**config.mk**
```make
export PLATFORM = sky130hd
export DESIGN_NAME = jk_bank_driver
export DESIGN_NICKNAME = d
export VERILOG_FILES = /design/src/rtl/jk_drv_pkg.sv /design/src/rtl/jk_excite.sv /design/src/rtl/jk_bank_driver.sv
export SDC_FILE = /design/constraint.sdc
export NUM_CORES = 1
export LEC_CHECK = 0
export BUFFER_PORTS_ARGS = -buffer_cell sky130_fd_sc_hd__buf_4
export CAP_MARGIN = 0
export CORE_ASPECT_RATIO = 1.1
export CORE_UTILIZATION = 35
export CTS_BUF_LIST = sky130_fd_sc_hd__clkbuf_2
export DETAILED_ROUTE_END_ITERATION = 16
export SLEW_MARGIN = 20
export SYNTH_ARGS = -nofsm -noshare
export SYNTH_HDL_FRONTEND = slang
export SYNTH_HIERARCHICAL = 1
export SYNTH_SLANG_ARGS = --single-unit
```
**constraint.sdc**
```tcl
create_clock -name clock -period 2.53 [get_ports clock]
set_input_delay 0 -clock clock [delete_from_list [all_inputs] [get_ports clock]]
set_output_delay 0 -clock clock [all_outputs]
set_load 0.05 [all_outputs]
```
**src/rtl/jk_drv_pkg.sv**
```systemverilog
// jk_drv_pkg: shared op encodings and FSM state type for the JK bank driver
package jk_drv_pkg;
  localparam logic [1:0] OP_LOAD   = 2'b00;
  localparam logic [1:0] OP_SET    = 2'b01;
  localparam logic [1:0] OP_CLEAR  = 2'b10;
  localparam logic [1:0] OP_TOGGLE = 2'b11;
  typedef enum logic [1:0] {IDLE, DRIVE, CHECK} state_t;
endpackage

```
**src/rtl/jk_excite.sv**
```systemverilog
// jk_excite: minimal J/K excitation that moves a JK bank from state q to target t
// Ports: i_q current state, i_t target state, i_toggle use toggle path,
//        o_j / o_k per-bit excitation (unchanged bits hold with J=K=0).
module jk_excite #(
  parameter int WIDTH = 8
) (
  input  logic [WIDTH-1:0] i_q,
  input  logic [WIDTH-1:0] i_t,
  input  logic             i_toggle,
  output logic [WIDTH-1:0] o_j,
  output logic [WIDTH-1:0] o_k
);
  logic [WIDTH-1:0] w_flip;
  // For a toggle the target is q^mask, so q^t recovers the mask exactly.
  assign w_flip = i_q ^ i_t;
  assign o_j = i_toggle ? w_flip : i_t & ~i_q;
  assign o_k = i_toggle ? w_flip : ~i_t & i_q;
endmodule

```
**src/rtl/jk_bank_driver.sv**
```systemverilog
// jk_bank_driver: turns load/set/clear/toggle commands into one-cycle J/K drive and checks Q feedback
// Ports: clock/reset (async, active-high) shared with the bank; cmd_valid/cmd_ready/cmd_op/cmd_data
//        command handshake; j/k registered excitation; q_fb bank feedback; shadow_q expected bank
//        state; busy in DRIVE/CHECK; done pulse in CHECK; err sticky mismatch, cleared by err_clr.
module jk_bank_driver
  import jk_drv_pkg::*;
#(
  parameter int WIDTH    = 8,
  parameter bit CHECK_EN = 1'b1
) (
  input  logic             clock,
  input  logic             reset,
  input  logic             cmd_valid,
  output logic             cmd_ready,
  input  logic [1:0]       cmd_op,
  input  logic [WIDTH-1:0] cmd_data,
  output logic [WIDTH-1:0] j,
  output logic [WIDTH-1:0] k,
  input  logic [WIDTH-1:0] q_fb,
  output logic [WIDTH-1:0] shadow_q,
  output logic             busy,
  output logic             done,
  output logic             err,
  input  logic             err_clr
);
  state_t           r_state;
  logic [WIDTH-1:0] r_j, r_k, r_shadow;
  logic             r_done, r_err;
  logic [WIDTH-1:0] w_t, w_j, w_k;
  logic             w_mismatch;
  always_comb
    w_t = cmd_op == OP_LOAD  ? cmd_data :
          cmd_op == OP_SET   ? r_shadow | cmd_data :
          cmd_op == OP_CLEAR ? r_shadow & ~cmd_data :
                               r_shadow ^ cmd_data;
  jk_excite #(.WIDTH(WIDTH)) u_excite (
    .i_q      (r_shadow),
    .i_t      (w_t),
    .i_toggle (cmd_op == OP_TOGGLE),
    .o_j      (w_j),
    .o_k      (w_k)
  );
  assign w_mismatch = CHECK_EN && r_state == CHECK && q_fb != r_shadow;
  always_ff @(posedge clock or posedge reset) begin
    if (reset) begin
      r_state  <= IDLE;
      r_j      <= '0;
      r_k      <= '0;
      r_shadow <= '0;
      r_done   <= 1'b0;
      r_err    <= 1'b0;
    end else begin
      case (r_state)
        IDLE: begin
          r_done <= 1'b0;
          if (cmd_valid) begin
            r_shadow <= w_t;
            r_j      <= w_j;
            r_k      <= w_k;
            r_state  <= DRIVE;
          end
        end
        DRIVE: begin
          r_j     <= '0;
          r_k     <= '0;
          r_done  <= 1'b1;
          r_state <= CHECK;
        end
        CHECK: begin
          r_done  <= 1'b0;
          r_state <= IDLE;
        end
        default: r_state <= IDLE;
      endcase
      // A fresh mismatch takes priority over a simultaneous clear.
      r_err <= w_mismatch ? 1'b1 : err_clr ? 1'b0 : r_err;
    end
  end
  assign j         = r_j;
  assign k         = r_k;
  assign shadow_q  = r_shadow;
  assign done      = r_done;
  assign err       = CHECK_EN ? r_err : 1'b0;
  assign busy      = r_state != IDLE;
  assign cmd_ready = r_state == IDLE;
endmodule

```
Word-level counts from Yosys, hierarchy flattened:

Index checks and enable logic that the tools add are counted.

* register bits after elaboration: 28
* output and inout bits: 28
* input bits: 22

* mux-type cells: 14
* bitwise logic cells: 9
* reductions and logical operators: 10
* equal/unequal tests: 7

Operators by type and width (number)
* $mux W8: 7
* $pmux W8 S2: 2
* $and A8 B8 Y8: 3
* $not A8 Y8: 3
* $xor A8 B8 Y8: 2
* $ne A8 B8 Y1: 1
* $or A8 B8 Y8: 1
* $reduce_bool A2 Y1: 4
* $eq A2 B2 Y1 const B: 3
* $eq A2 B1 Y1 const B: 2
* $logic_not A2 Y1: 2
* $pmux W2 S2: 1
* $reduce_and A2 Y1: 2
* $mux W1: 2
* $mux W2: 1
* $ne A2 B2 Y1 const B: 1
* $pmux W1 S2: 1
* $reduce_or A2 Y1: 1
* $logic_and A1 B1 Y1: 1

Longest topological paths before layout:

* depth in word-level cells: 10
* depth in mapped cells: 10
* depth with buffers taken out: 10

By module:

The synthesis kept the hierarchy.

Modules (own cells, without submodules)
* jk_bank_driver: area an instance 1652.8 um2, cells an instance 172, sequential area each 700.7 um2, instances 1
* jk_excite: area an instance 474.2 um2, cells an instance 72, sequential area each 0.0 um2, instances 1

Least setup slack after synthesis:

OpenSTA, ideal clock, no wires.

* kind: register -> register
* from: register r_shadow[1], in the netlist shadow_q[1]
* to: register r_j[1], in the netlist j[1]
* period minus slack after synthesis: 2.213 ns
* stages on the path, launching flop included: 9
* buffers on the path: 0
* path slack: 0.317 ns
* arrival time: 2.146 ns
* library setup time: 0.067 ns
* cell sequence: dfrtp_1 -> inv_1 -> ha_1 -> mux4_2 -> ha_1 -> nand2b_1 -> o21ai_0 -> nand2_1 -> nand2_1

* longest elaborated chain between the ends: 8

RTL lines
* start, declared: RTL line jk_bank_driver.sv:27 `logic [WIDTH-1:0] r_j, r_k, r_shadow;`
* start signal, assigned: RTL line jk_bank_driver.sv:57 `r_shadow <= w_t;`
* $xor A8 B8 Y8 / $and A8 B8 Y8 (equally long branches): RTL line jk_bank_driver.sv:35, jk_bank_driver.sv:34
* $mux W8: RTL line jk_bank_driver.sv:34 `cmd_op == OP_CLEAR ? r_shadow & ~cmd_data :`
* $mux W8 (*): RTL line jk_bank_driver.sv:33 `cmd_op == OP_SET ? r_shadow | cmd_data :`
* $mux W8 (*): RTL line jk_bank_driver.sv:32 `w_t = cmd_op == OP_LOAD ? cmd_data :`
* net w_t[1]: RTL line jk_bank_driver.sv:29 `logic [WIDTH-1:0] w_t, w_j, w_k;`
* $and A8 B8 Y8 / $xor A8 B8 Y8 (equally long branches): RTL line jk_excite.sv:16, jk_excite.sv:15
* $mux W8 (*): RTL line jk_excite.sv:16 `assign o_j = i_toggle ? w_flip : i_t & ~i_q;`
* net w_j[1]: RTL line jk_bank_driver.sv:29
* $mux W8 (*): RTL line jk_bank_driver.sv:56 `if (cmd_valid) begin`
* $pmux W8 S2 (*): RTL line jk_bank_driver.sv:53 `case (r_state)`
* end signal, assigned: RTL line jk_bank_driver.sv:58 `r_j <= w_j;`
* end, declared: RTL line jk_bank_driver.sv:27

The timed path passes the listed nets; every way through them passes the cells marked *. The select of a mux whose other input is x is not followed.
A chain may end at the register's enable or synchronous reset.

Worst setup path after layout:

* from: register r_shadow[3], in the netlist shadow_q[3]
* to: register r_j[3], in the netlist j[3]

Same word-level chain as after synthesis.

==> summary.md <==
| Metric | Value |
|---|---|
| Total wire length | just over 4000 um |
| Endpoint class of the critical path | flop |
| Adder-cell share of the synthesized area | 18.82% |
| Count of pins over their slew limit | 0 |
| Status | completed |
| Fmax | about 460 MHz |
| Antenna violations before repair | 0 |
| Main combinational cell family by area after synthesis | adder cells |
| CTS Sinks | 28 |
| DP Worst Slack | 0.3988 ns |
| Maxcap violations | 0 |
| Leading cell type in the layout, fill and taps excluded | inv_1 |
| Tmin final | around 2.2 ns |
| Register area | about 700 um2 |
| IO Count | 50 |
| H-tree Lvls | 1 |
| Fill count | approximately 600 |
| Syn Area/Cell | approximately 8.7 um2 |
| Die Height | roughly 84 um |
| Pwr/cell area | just under 900 nW/um2 |
| CTS buffer count | 3 |
| Post-synthesis simple-gate area fraction | 15.00% |
| CP Launch Type | flop |
| CP peak stage delay | 0.55 ns |
| Clk buf depth | 2 |
| Max-slew headroom | about half |
| Setup TNS | 0 ns |
| Clock transition at path regs | approximately 0.26 ns |
| Max Clock Skew | approximately 0.0035 ns |
| Setup violations, final | 0 |
| CTS tree | built |
| CP bufs+invs | 1 |
| YS warnings | 6 |
| Largest net degree at the start of global routing | 34 |
| Logic gate share of total power | between 60% and 70% |
| Die ar. | 6393 um2 |
| Yosys reg bits | 28 |
| Most frequent cells in the layout | 58 x inv_1, 50 x buf_4, 40 x nand2_1 |
| Core area | slightly below 6000 um2 |
| Crit-path slowest cell | dfrtp_1 |
| Switching Fraction | ~52% |
| Clk_lat worst skew | approximately 0.36 ns |
| Detailed Route Iter0 Violations | 91 |
| Max VDD drop | between 0.3 and 0.4 mV |
| Cell Chain, Critical Path | inv_1 -> ha_1 -> mux4_2 -> ha_1 -> nand2b_1 -> o21ai_0 -> nand2_1 -> nand2_1 |
| DRT antenna net count | 0 |
| NumNets Final | 346 |
| Critical Path AT | around 2.5 ns |
| Post-Synth XOR/XNOR Area | ~3.3% |
| Ant. Diodes | 0 |
| # resized after CTS | 0 |
| Starting Density | between 30% and 40% |
| Least-Margin Pin Slew | 0.7765 ns |
| Via-to-Cell Ratio | between 4 and 5 |
| Leakage power | around 0.0014 uW |
| Delay-heaviest family, CP | adder cells |
| Layout cells sized above 1 | a little under a quarter |
| RSZ-0062 raised after global routing | no |
| Worst min path class | input pin to flop |
| Mux contribution to synthesized area | under 10% |
| Final hold vios | 0 |
| Crit path required time | 2.85 ns |
| Placer Congestion | 0.6886 |
| Multi-input logic area | between 1000 and 1500 um2 |
| Detailed Place HPWL | ~3100 um |
| Area delta synth->final | 20.71% |
| Switch Pwr | about 1200 uW |
| Sequential share of power | between 30% and 40% |
| GRT Total Usage | between 10 and 15% |
| Internal cell power | 1090 uW |
| Final worst path period share | a little under nine tenths |
| Cts hold-fix bufs | 3 |
| Syn_nets | approximately 300 |
| Cells after Synth | roughly 240 |
| DR WL/cell | between 10 and 15 um |
| Via Count | 1608 |
| Final worst-path setup slack | approximately 0.34 ns |
| Post-CTS setup buffers | 0 |
| 1st-pass router iterations | 4 |
| Vias in the first global route | 1581 |
| Root Buffer Master | clkbuf_2 |
| Sequential element share of the synthesized area | 32.94% |
| Residual DRC | 0 |
| Worst Path Max Fanout | 6 |
| First-pass GRT wire length | around 7000 um |
| Compound-Gate Fraction of Synth Area | roughly 6.4% |
| Post-Syn Area | between 2000 and 2500 um2 |
| Placement Rows | 29 |
| Clock share of power | under 10% |
| Netlist cell types | 23 |
| Port Buf Inserts | 49 |
| Critical path type | flop to flop |
| Horiz. Die Dim | about 76 um |
| Grt total ovfl | 0 |
-- path summary, 6_finish.rpt --
check,startpoint,end,slack (ns),cells past startpoint
max,shadow_q[3]$_DFFE_PP0P_,j[3]$_DFFE_PP0P_,0.34,8
min,cmd_data[0],shadow_q[0]$_DFFE_PP0P_,0.10,4
max in group asynchronous,reset,k[4]$_DFFE_PP0P_,2.05,4
min reg2reg,k[5]$_DFFE_PP0P_,k[5]$_DFFE_PP0P_,0.54,2
min in group asynchronous,reset,j[7]$_DFFE_PP0P_,0.22,4
max reg2reg,shadow_q[3]$_DFFE_PP0P_,j[3]$_DFFE_PP0P_,0.34,8
-- cell type report --
class	count	area share [%]
Timing Repair Buffer	53	15.79
Tap cell	77	3.752
Clock buffer	3	0.5848
Inverter	60	8.772
Sequential cell	28	27.29
Multi-Input combinational cell	146	43.81
-- worst min-delay path, stage by stage --
cell and delay [ns]:
buf_4 0.09, mux4_2 0.25, nand2_1 0.05, o21ai_1 0.06
-- cell usage after synthesis (all sizes together) --
master | count | share of area [%]
a21boi | 1 | 0.35
ha | 32 | 19
xnor2 | 8 | 3.3
and2 | 1 | 0.29
o21ai | 22 | 5.2
nand4 | 2 | 0.59
a21oi | 2 | 0.82
mux2i | 2 | 0.94
nor2b | 1 | 0.29
nand2b | 7 | 2.1
mux4 | 8 | 8.5
inv | 60 | 11
nor2 | 3 | 0.65
nand2 | 41 | 7.4
nand3 | 16 | 3.8
buf | 10 | 3.6
dfrtp | 28 | 33
-- routing by layer --
layer | vias up | track usage [%] | part of all wire [%]
li1 | 846 | - | -
met1 | 727 | 18.06 | 50
met2 | 29 | 23.34 | 45
met3 | 6 | 2.077 | 3.4
met4 | 0 | 5.944 | 1.9
met5 | - | 0 | 0
-- power by group through the flow --
| stage | registers (uW) | logic (uW) | clock network (uW) |
|---|---|---|---|
| 2_1_floorplan | 1160 | 552 | 0 |
| 3_3_place_gp | 734 | 1340 | 0 |
| 3_5_place_dp | 737 | 1360 | 0 |
| 4_1_cts | 727 | 1370 | 170 |
| 5_1_grt | 748 | 1510 | 187 |
| 6_report | 723 | 1360 | 162 |
-- cells by family after synthesis --
family | count (synthesis)
multiplexers | 10
adder cells (fa/ha/maj) | 32
AND/OR/NAND/NOR | 71
XOR/XNOR | 8
AO/OA/AOI/OAI | 25
flip-flops | 28
buffers and inverters | 70
-- flip-flops by register name (all words and copies together), names as in the netlist --
| signal | flops |
|---|---|
| shadow_q | 8 |
| j | 8 |
| k | 8 |
| r_state | 2 |
| done | 1 |
| err | 1 |
-- metrics by stage --
stage	instances	total power (uW)	instance area (um2)	hold slack, ns	utilization [%]
finish	367	2248	2567	0.1047	44.22
floorplan	244	1716	2127	0.06541	-
CTS	367	2272	2567	0.09257	44.22
detailed placement	361	2098	2522	0.1007	43.45
global placement	361	2071	2522	0.09831	43.45
global route	367	2449	2567	0.07706	44.22
Note: power is estimated with default switching activity, not from simulation.
